<file path="config.mk">
export PLATFORM = sky130hd
export DESIGN_NAME = sram_datapath_ctrl
export DESIGN_NICKNAME = d
export VERILOG_FILES = /design/src/rtl/sram_datapath_ctrl_pkg.sv /design/src/rtl/sram_datapath_ctrl_flex_counter.sv /design/src/rtl/sram_datapath_ctrl.sv
export SDC_FILE = /design/constraint.sdc
export NUM_CORES = 1
export LEC_CHECK = 0
export ABC_AREA = 1
export BUFFER_PORTS_ARGS = -buffer_cell sky130_fd_sc_hd__clkbuf_2
export CAP_MARGIN = 10
export CORE_MARGIN = 2
export CORE_UTILIZATION = 35
export CTS_BUF_LIST = sky130_fd_sc_hd__clkbuf_2 sky130_fd_sc_hd__clkbuf_4 sky130_fd_sc_hd__clkbuf_8
export DETAILED_ROUTE_END_ITERATION = 16
export PLACE_DENSITY_LB_ADDON = 0.12
export SLEW_MARGIN = 10
export SYNTH_ARGS = -nofsm -noshare
export SYNTH_HDL_FRONTEND = slang
export SYNTH_SLANG_ARGS = --single-unit
</file>
<file path="constraint.sdc">
create_clock -name clk -period 2 [get_ports clk]
set_input_delay 0.1 -clock clk [delete_from_list [all_inputs] [get_ports clk]]
set_output_delay 0.1 -clock clk [all_outputs]
set_load 0.05 [all_outputs]
</file>
<file path="src/rtl/sram_datapath_ctrl_pkg.sv">
// Shared opcode and FSM state types for the SRAM datapath controller.
package datapath_pkg;

   typedef enum logic [1:0] {
      OP_READ  = 2'b00,
      OP_WRITE = 2'b01,
      OP_COPY  = 2'b10,
      OP_SWAP  = 2'b11
   } op_t;

   typedef enum logic [2:0] {
      S_IDLE,
      S_RD_A,
      S_WAIT_A,
      S_RD_B,
      S_WAIT_B,
      S_WR_A,
      S_WR_B,
      S_DONE
   } state_t;

endpackage

</file>
<file path="src/rtl/sram_datapath_ctrl_flex_counter.sv">
// Loadable down-counter that times the SRAM read-latency wait states.
module flex_counter #(
   parameter int WIDTH = 2
) (
   input  logic             clk,
   input  logic             n_rst,
   input  logic             load,
   input  logic             en,
   input  logic [WIDTH-1:0] load_val,
   output logic             zero
);

   logic [WIDTH-1:0] count;

   always_ff @(posedge clk or negedge n_rst) begin
      if (!n_rst) begin
         count <= '0;
      end else if (load) begin
         count <= load_val;
      end else if (en && count != '0) begin
         count <= count - 1'b1;
      end
   end

   // Flags the enabled edge on which the count reaches zero.
   assign zero = en && (count == WIDTH'(1));

endmodule

</file>
<file path="src/rtl/sram_datapath_ctrl.sv">
// Single-port SRAM command sequencer: READ, WRITE, COPY and SWAP.
// SWAP is built only when DATAPATH_SWAP_EN is defined; otherwise op 11 completes with err.
module sram_datapath_ctrl
   import datapath_pkg::*;
#(
   parameter int DATA_W = 32,
   parameter int ADDR_W = 7,
   parameter int RD_LAT = 1
) (
   input  logic              clk,
   input  logic              n_rst,
   input  logic              start,
   input  logic [1:0]        op_code,
   input  logic [ADDR_W-1:0] address_one,
   input  logic [ADDR_W-1:0] address_two,
   input  logic [DATA_W-1:0] data_in,
   output logic [DATA_W-1:0] data_out,
   output logic              busy,
   output logic              done,
   output logic              err,
   output logic [ADDR_W-1:0] sram_addr,
   output logic [DATA_W-1:0] sram_wdata,
   input  logic [DATA_W-1:0] sram_rdata,
   output logic              sram_ren,
   output logic              sram_wen
);

   localparam int CNT_W = $clog2(RD_LAT + 1);
`ifdef DATAPATH_SWAP_EN
   localparam bit SWAP_EN = 1'b1;
`else
   localparam bit SWAP_EN = 1'b0;
`endif

   state_t            state, state_nxt;
   op_t               op_q;
   logic [ADDR_W-1:0] a1_q, a2_q;
   logic [DATA_W-1:0] din_q;
   logic [DATA_W-1:0] wr_a_data, wr_b_data;
   logic              accept, cnt_load, cnt_en, cnt_zero;

   assign accept   = (state == S_IDLE) && start;
   assign cnt_load = (state == S_RD_A) || (state == S_RD_B);
   assign cnt_en   = (state == S_WAIT_A) || (state == S_WAIT_B);

   flex_counter #(.WIDTH(CNT_W)) u_cnt (
      .clk      (clk),
      .n_rst    (n_rst),
      .load     (cnt_load),
      .en       (cnt_en),
      .load_val (CNT_W'(RD_LAT)),
      .zero     (cnt_zero)
   );

   always_comb begin
      state_nxt = state;
      case (state)
         S_IDLE: begin
            if (start) begin
               case (op_t'(op_code))
                  OP_READ, OP_COPY: state_nxt = S_RD_A;
                  OP_WRITE:         state_nxt = S_WR_A;
                  default:          state_nxt = SWAP_EN ? S_RD_A : S_DONE;
               endcase
            end
         end
         S_RD_A:   state_nxt = S_WAIT_A;
         S_WAIT_A: begin
            if (cnt_zero) begin
               case (op_q)
                  OP_READ: state_nxt = S_DONE;
                  OP_COPY: state_nxt = S_WR_B;
                  default: state_nxt = S_RD_B;
               endcase
            end
         end
         S_RD_B:   state_nxt = S_WAIT_B;
         S_WAIT_B: if (cnt_zero) state_nxt = S_WR_A;
         S_WR_A:   state_nxt = (op_q == OP_WRITE) ? S_DONE : S_WR_B;
         S_WR_B:   state_nxt = S_DONE;
         default:  state_nxt = S_IDLE;
      endcase
   end

   always_ff @(posedge clk or negedge n_rst) begin
      if (!n_rst) begin
         state <= S_IDLE;
      end else begin
         state <= state_nxt;
      end
   end

   // Command fields only matter while busy, so they carry no reset.
   always_ff @(posedge clk) begin
      if (accept) begin
         op_q  <= op_t'(op_code);
         a1_q  <= address_one;
         a2_q  <= address_two;
         din_q <= data_in;
      end
   end

   always_ff @(posedge clk or negedge n_rst) begin
      if (!n_rst) begin
         data_out <= '0;
         err      <= 1'b0;
      end else begin
         if (state == S_WAIT_A && cnt_zero) begin
            data_out <= sram_rdata;
         end
         if (accept) begin
            err <= (op_t'(op_code) == OP_SWAP) && !SWAP_EN;
         end else if (state == S_DONE) begin
            err <= 1'b0;
         end
      end
   end

`ifdef DATAPATH_SWAP_EN
   logic [DATA_W-1:0] tmp_a, tmp_b;

   always_ff @(posedge clk) begin
      if (state == S_WAIT_A && cnt_zero) tmp_a <= sram_rdata;
      if (state == S_WAIT_B && cnt_zero) tmp_b <= sram_rdata;
   end

   assign wr_a_data = (op_q == OP_WRITE) ? din_q : tmp_b;
   assign wr_b_data = (op_q == OP_SWAP) ? tmp_a : data_out;
`else
   assign wr_a_data = din_q;
   assign wr_b_data = data_out;
`endif

   // Bus is driven purely from state so an async reset drops it at once.
   always_comb begin
      sram_ren   = 1'b0;
      sram_wen   = 1'b0;
      sram_addr  = '0;
      sram_wdata = '0;
      case (state)
         S_RD_A: begin
            sram_ren  = 1'b1;
            sram_addr = a1_q;
         end
         S_RD_B: begin
            sram_ren  = 1'b1;
            sram_addr = a2_q;
         end
         S_WR_A: begin
            sram_wen   = 1'b1;
            sram_addr  = a1_q;
            sram_wdata = wr_a_data;
         end
         S_WR_B: begin
            sram_wen   = 1'b1;
            sram_addr  = a2_q;
            sram_wdata = wr_b_data;
         end
         default: ;
      endcase
   end

   assign busy = (state != S_IDLE);
   assign done = (state == S_DONE);

endmodule

</file>
* Word-level counts from Yosys, hierarchy flattened
Index checks and enable logic that the tools add are counted.
Widths: inputs -> output; s select.
** Cells by class
- Add/sub/neg operators :: 1
- Equality and inequality tests :: 15
- Muxes and demuxes :: 15
- Reductions and logical operators :: 17
** Operator list (count)
- $pmux 32 s2 :: 1
- $pmux 3 s7 :: 1
- $pmux 7 s2 :: 1
- $eq 3x3->1 const B :: 4
- $pmux 3 s2 :: 2
- $reduce_or 2->1 :: 5
- $mux 3 :: 3
- $mux 1 :: 7
- $eq 2x2->1 const B :: 3
- $eq 3x2->1 const B :: 2
- $ne 2x2->1 const B :: 3
- $eq 2x1->1 const B :: 2
- $logic_not 2->1 :: 2
- $reduce_bool 2->1 :: 2
- $eq 3x1->1 const B :: 1
- $logic_and 1x1->1 :: 3
- $logic_not 3->1 :: 1
- $reduce_and 3->1 :: 1
- $reduce_bool 3->1 :: 1
- $logic_or 1x1->1 :: 2
- $sub 1x1->1 const B :: 1
** Word-level totals
- Register bits :: 85
- Input bits :: 83
- Output and inout port bits :: 76
- Word-level logic and storage cells :: 56

* Depth between registers and ports, before layout
- Word-level depth :: 5
- Gate-level depth with buffers :: 8
- Mapped depth without buffers :: 8

* Cells and area by module
Synthesis repeated with hierarchy kept, for this count alone.
** Second synthesis, totals
- Cell total of the unflattened synthesis :: 375
- Area total of the unflattened synthesis :: 3629.7 µm²
** Modules (own cells, without submodules)
- sram_datapath_ctrl :: times used 1, cells each 367, area each 3577.2 µm², sequential area each 2342.2 µm²
- flex_counter :: times used 1, cells each 8, area each 52.6 µm², sequential area each 25.0 µm²

* Least setup slack after synthesis
OpenSTA, ideal clock, no wires.
- Path type :: flip-flop to flip-flop
- Start :: register state[0]
- End :: register a1_q[0] (enable)
- Setup time :: 402 ps
- Arrival :: 1754 ps
- Required time :: 1598 ps
- Path slack :: -156 ps
- Stages on the path, launching flop included :: 4
- Path buffers :: 0
- Clock period less this slack :: 2156 ps
- Cell sequence :: dfrtp_1 nor2_1 nand3_1 inv_1
** Between the ends
- Word-level cells in the longest chain between the ends :: 2
** Ends and longest elaborated chain
- start, declared :: line sram_datapath_ctrl.sv:35 : state_t state, state_nxt;
- start signal, assigned :: line sram_datapath_ctrl.sv:89 : state <= state_nxt;
- $logic_not 3->1 :: line sram_datapath_ctrl.sv:42 : assign accept = (state == S_IDLE) && start;
- $logic_and 1x1->1 :: line sram_datapath_ctrl.sv:42
- via accept :: line sram_datapath_ctrl.sv:40 : logic accept, cnt_load, cnt_en, cnt_zero;
- end signal, assigned :: line sram_datapath_ctrl.sv:97 : a1_q <= address_one;
- end, declared :: line sram_datapath_ctrl.sv:37 : logic [ADDR_W-1:0] a1_q, a2_q;
The timed path passes the listed nets, and every way through them passes these cells.
A chain may end at the register's enable or synchronous reset.

* Worst setup path in the final report
- Start :: register state[0]
- End :: output port sram_addr[5]
** Between the ends
- Word-level cells in the longest chain between the ends :: 3
- Elaborated cells on any way between the ends :: 7
- Classes of those cells :: 4 x eq/ne; 1 x mux; 2 x reduce/logical
** Ends and longest elaborated chain
- $eq 3x2->1, or another cell as far along :: line sram_datapath_ctrl.sv:140 : case (state)
- $reduce_or 2->1 (no line)
- $pmux 7 s2 * :: line sram_datapath_ctrl.sv:140
- end, declared :: line sram_datapath_ctrl.sv:21 : output logic [ADDR_W-1:0] sram_addr,
Mark *: on every way between the ends. The rest lies on a longest branch, timed or not.

==> flow_metrics.tcl <==
set metrics [dict create \
    status "finished clean" \
    hold_start "start" \
    grt_start_max_net_pins 38 \
    synth_top_area_share 0.398 \
    coreArea_mm2 0.0102 \
    ys_seq_elements 85 \
    avgViaCountPerCell 4.44 \
    tns_ps 0 \
    place_congestion 0.759 \
    max_freq_ghz 0.536 \
    rr_endpoint "din_q[31]" \
    slew_headroom 0.676 \
    min_to "err" \
    crit_fanout 12 \
    syn_nets 451 \
    period_share 0.933 \
    yosysTopAreaCell "edfxtp_1" \
    routedWlPerCell_um 13.2 \
    reg2reg_from "state[0]" \
    place_hpwl_mm 6.36 \
    drtIter0Drc 186 \
    setup_viol 0 \
    numCtsBuffers 9 \
    drc 0 \
    ir_drop_mv 0.860 \
    netlist_area_mm2 0.00363 \
    groute.usage.overall 0.184 \
    final_design_area_no_fill_mm2 0.00570 \
    slew_violations 0 \
    nets 695 \
    clk_pin_slew_ps 100 \
    dieHeight_um 106 \
    yosysWarnings 0 \
    clk_path_buf_depth 2 \
    cts.sinks 85 \
    ant_nets 0 \
    vias 3349 \
    die_area_mm2 0.0112 \
    arrival_ps 1770 \
    grt_pass1_wl_mm 16.1 \
    syn_to_final_growth_pct 57.2 \
    startpoint_type "flip-flop" \
    io_buffer_count 158 \
    post-route-util 0.560 \
    antenna_found_initial 1 \
    start_util 0.356 \
    syn-instance-count 368 \
    finClkSkew_ps 16.5 \
    power.density_mw_per_mm2 1670 \
    fin_hold_ws_ps 131 \
    fp-row-count 37 \
    most-common-layout-cells "clkbuf_2 (125), nand2_1 (111), dlygate4sd3_1 (81)" \
    avgSynthCellArea_um2 9.85 \
    endpoint_kind "output pin" \
    drt_first_pass_iters 4 \
    ff2ff_setup_slack_ps 240 \
    drive_gt1_frac 0.316 \
    synth_cell_types 19 \
    tightest_slew_ps 487 \
    critical_path_class "reg -> out" \
    synthTopCellsByArea "edfxtp_1 (40%), dfrtp_1 (26%), nand2_1 (11%)" \
    mostFrequentLayoutCell "clkbuf_2" \
    first_global_vias 3402 \
    io-pin-count 159 \
    hp-class "in -> reg" \
    placed_cell_area_mm2 0.00461 \
    fin_crit_ps 1870 \
    crit_required_ps 1900 \
    wirelength_mm 9.97 \
    root_buffer "clkbuf_8" \
    drv_cap 0 \
    hold_violations 0 \
    preCtsSetupSlack_ps 35.3 \
    rsz0062_at_grt "true" \
    fin_ws_ps 135 \
    cts_tree "yes" \
    gr-total-overflow 0 \
    clk_latency_ps 360 \
    reg2regPathDepth 5 \
    ys_seq_area_frac 0.653 \
    whs_path_depth 3 \
    leakagePower_nw 2.82 \
    h-tree-depth 3 \
    die_w_um 106 \
]
stage by stage:
| stage | cells | power (W) |
|---|---|---|
| 2_1_floorplan | 368 | 0.00667 |
| 4_1_cts | 753 | 0.00950 |
| 6_report | 754 | 0.00955 |
| 5_1_grt | 754 | 0.0101 |
| 3_3_place_gp | 655 | 0.00803 |
| 3_5_place_dp | 655 | 0.00806 |
final cells by class:
cell class | count | area [um2]
timing repair buffer | 251 | 1810
antenna | 1 | 2.50
inverter | 51 | 200
sequential | 85 | 2370
clock inverter | 5 | 58.8
multi-input combinational | 214 | 948
clock buffer | 11 | 145
tap | 136 | 170
fill | 950 | 4480
where the power goes:
group	total, W	internal, W	switching (W)	leakage, nW
clock	0.00125	0.000629	0.000623	0.101
combinational	0.00550	0.00135	0.00414	1.84
sequential	0.00280	0.00243	0.000368	0.886
total	0.00955	0.00441	0.00513	2.82
logic make-up after synthesis:
group	Yosys count	synth area share
AO/OA/AOI/OAI	49	0.0683
buffers and inverters	69	0.0866
flip-flops	85	0.653
AND/OR/NAND/NOR	165	0.192
registers in the layout, summed over array words and instances, names as in the netlist:
signal and flops:
data_out 32, din_q 32, a1_q 7, a2_q 7, state 3, op_q 2
err 1, u_cnt.count 1
synthesized netlist by cell type, drive strengths merged:
master	n
a21oi	3
o22ai	1
nand3	46
nand2	114
edfxtp	48
o21ai	44
nor2	5
clkbuf	7
a31oi	1
dfrtp	37
buf	11
inv	51
critical path, cell delays in order (launching register included):
cell and delay [ps]:
dfrtp_2 440, buf_4 190, nor2_4 140, o21ai_2 120
o21ai_0 220, buf_2 300
worst max-delay path by stage:
stage / start / cells after the start / end
after global routing: state[0] / 7 / sram_wdata[24]
after detailed placement: state[0] / 4 / sram_addr[5]
after global placement: state[0] / 4 / sram_addr[4]
final: state[0] / 5 / sram_addr[5]
after floorplan: state[1] / 4 / sram_wdata[0]
after CTS: state[1] / 5 / sram_wdata[9]
what timing repair did:
| action | in CTS | in global routing |
|---|---|---|
| hold endpoints to repair | 117 | 0 |
| setup buffers | 1 | 0 |
| resized for setup | 8 | 58 |
| hold buffers | 81 | 0 |
| setup endpoints to repair | 39 | 33 |
metal layers:
metal  vias up  GRT usage  routed length [um]
met1      1550      0.234                4340
met5         -          0                   0
li1       1685          -                   -
met4         0     0.0536                 103
met2       105      0.308                4960
met3         9     0.0482                 564
No activity file was read; power rests on OpenSTA's default activity.
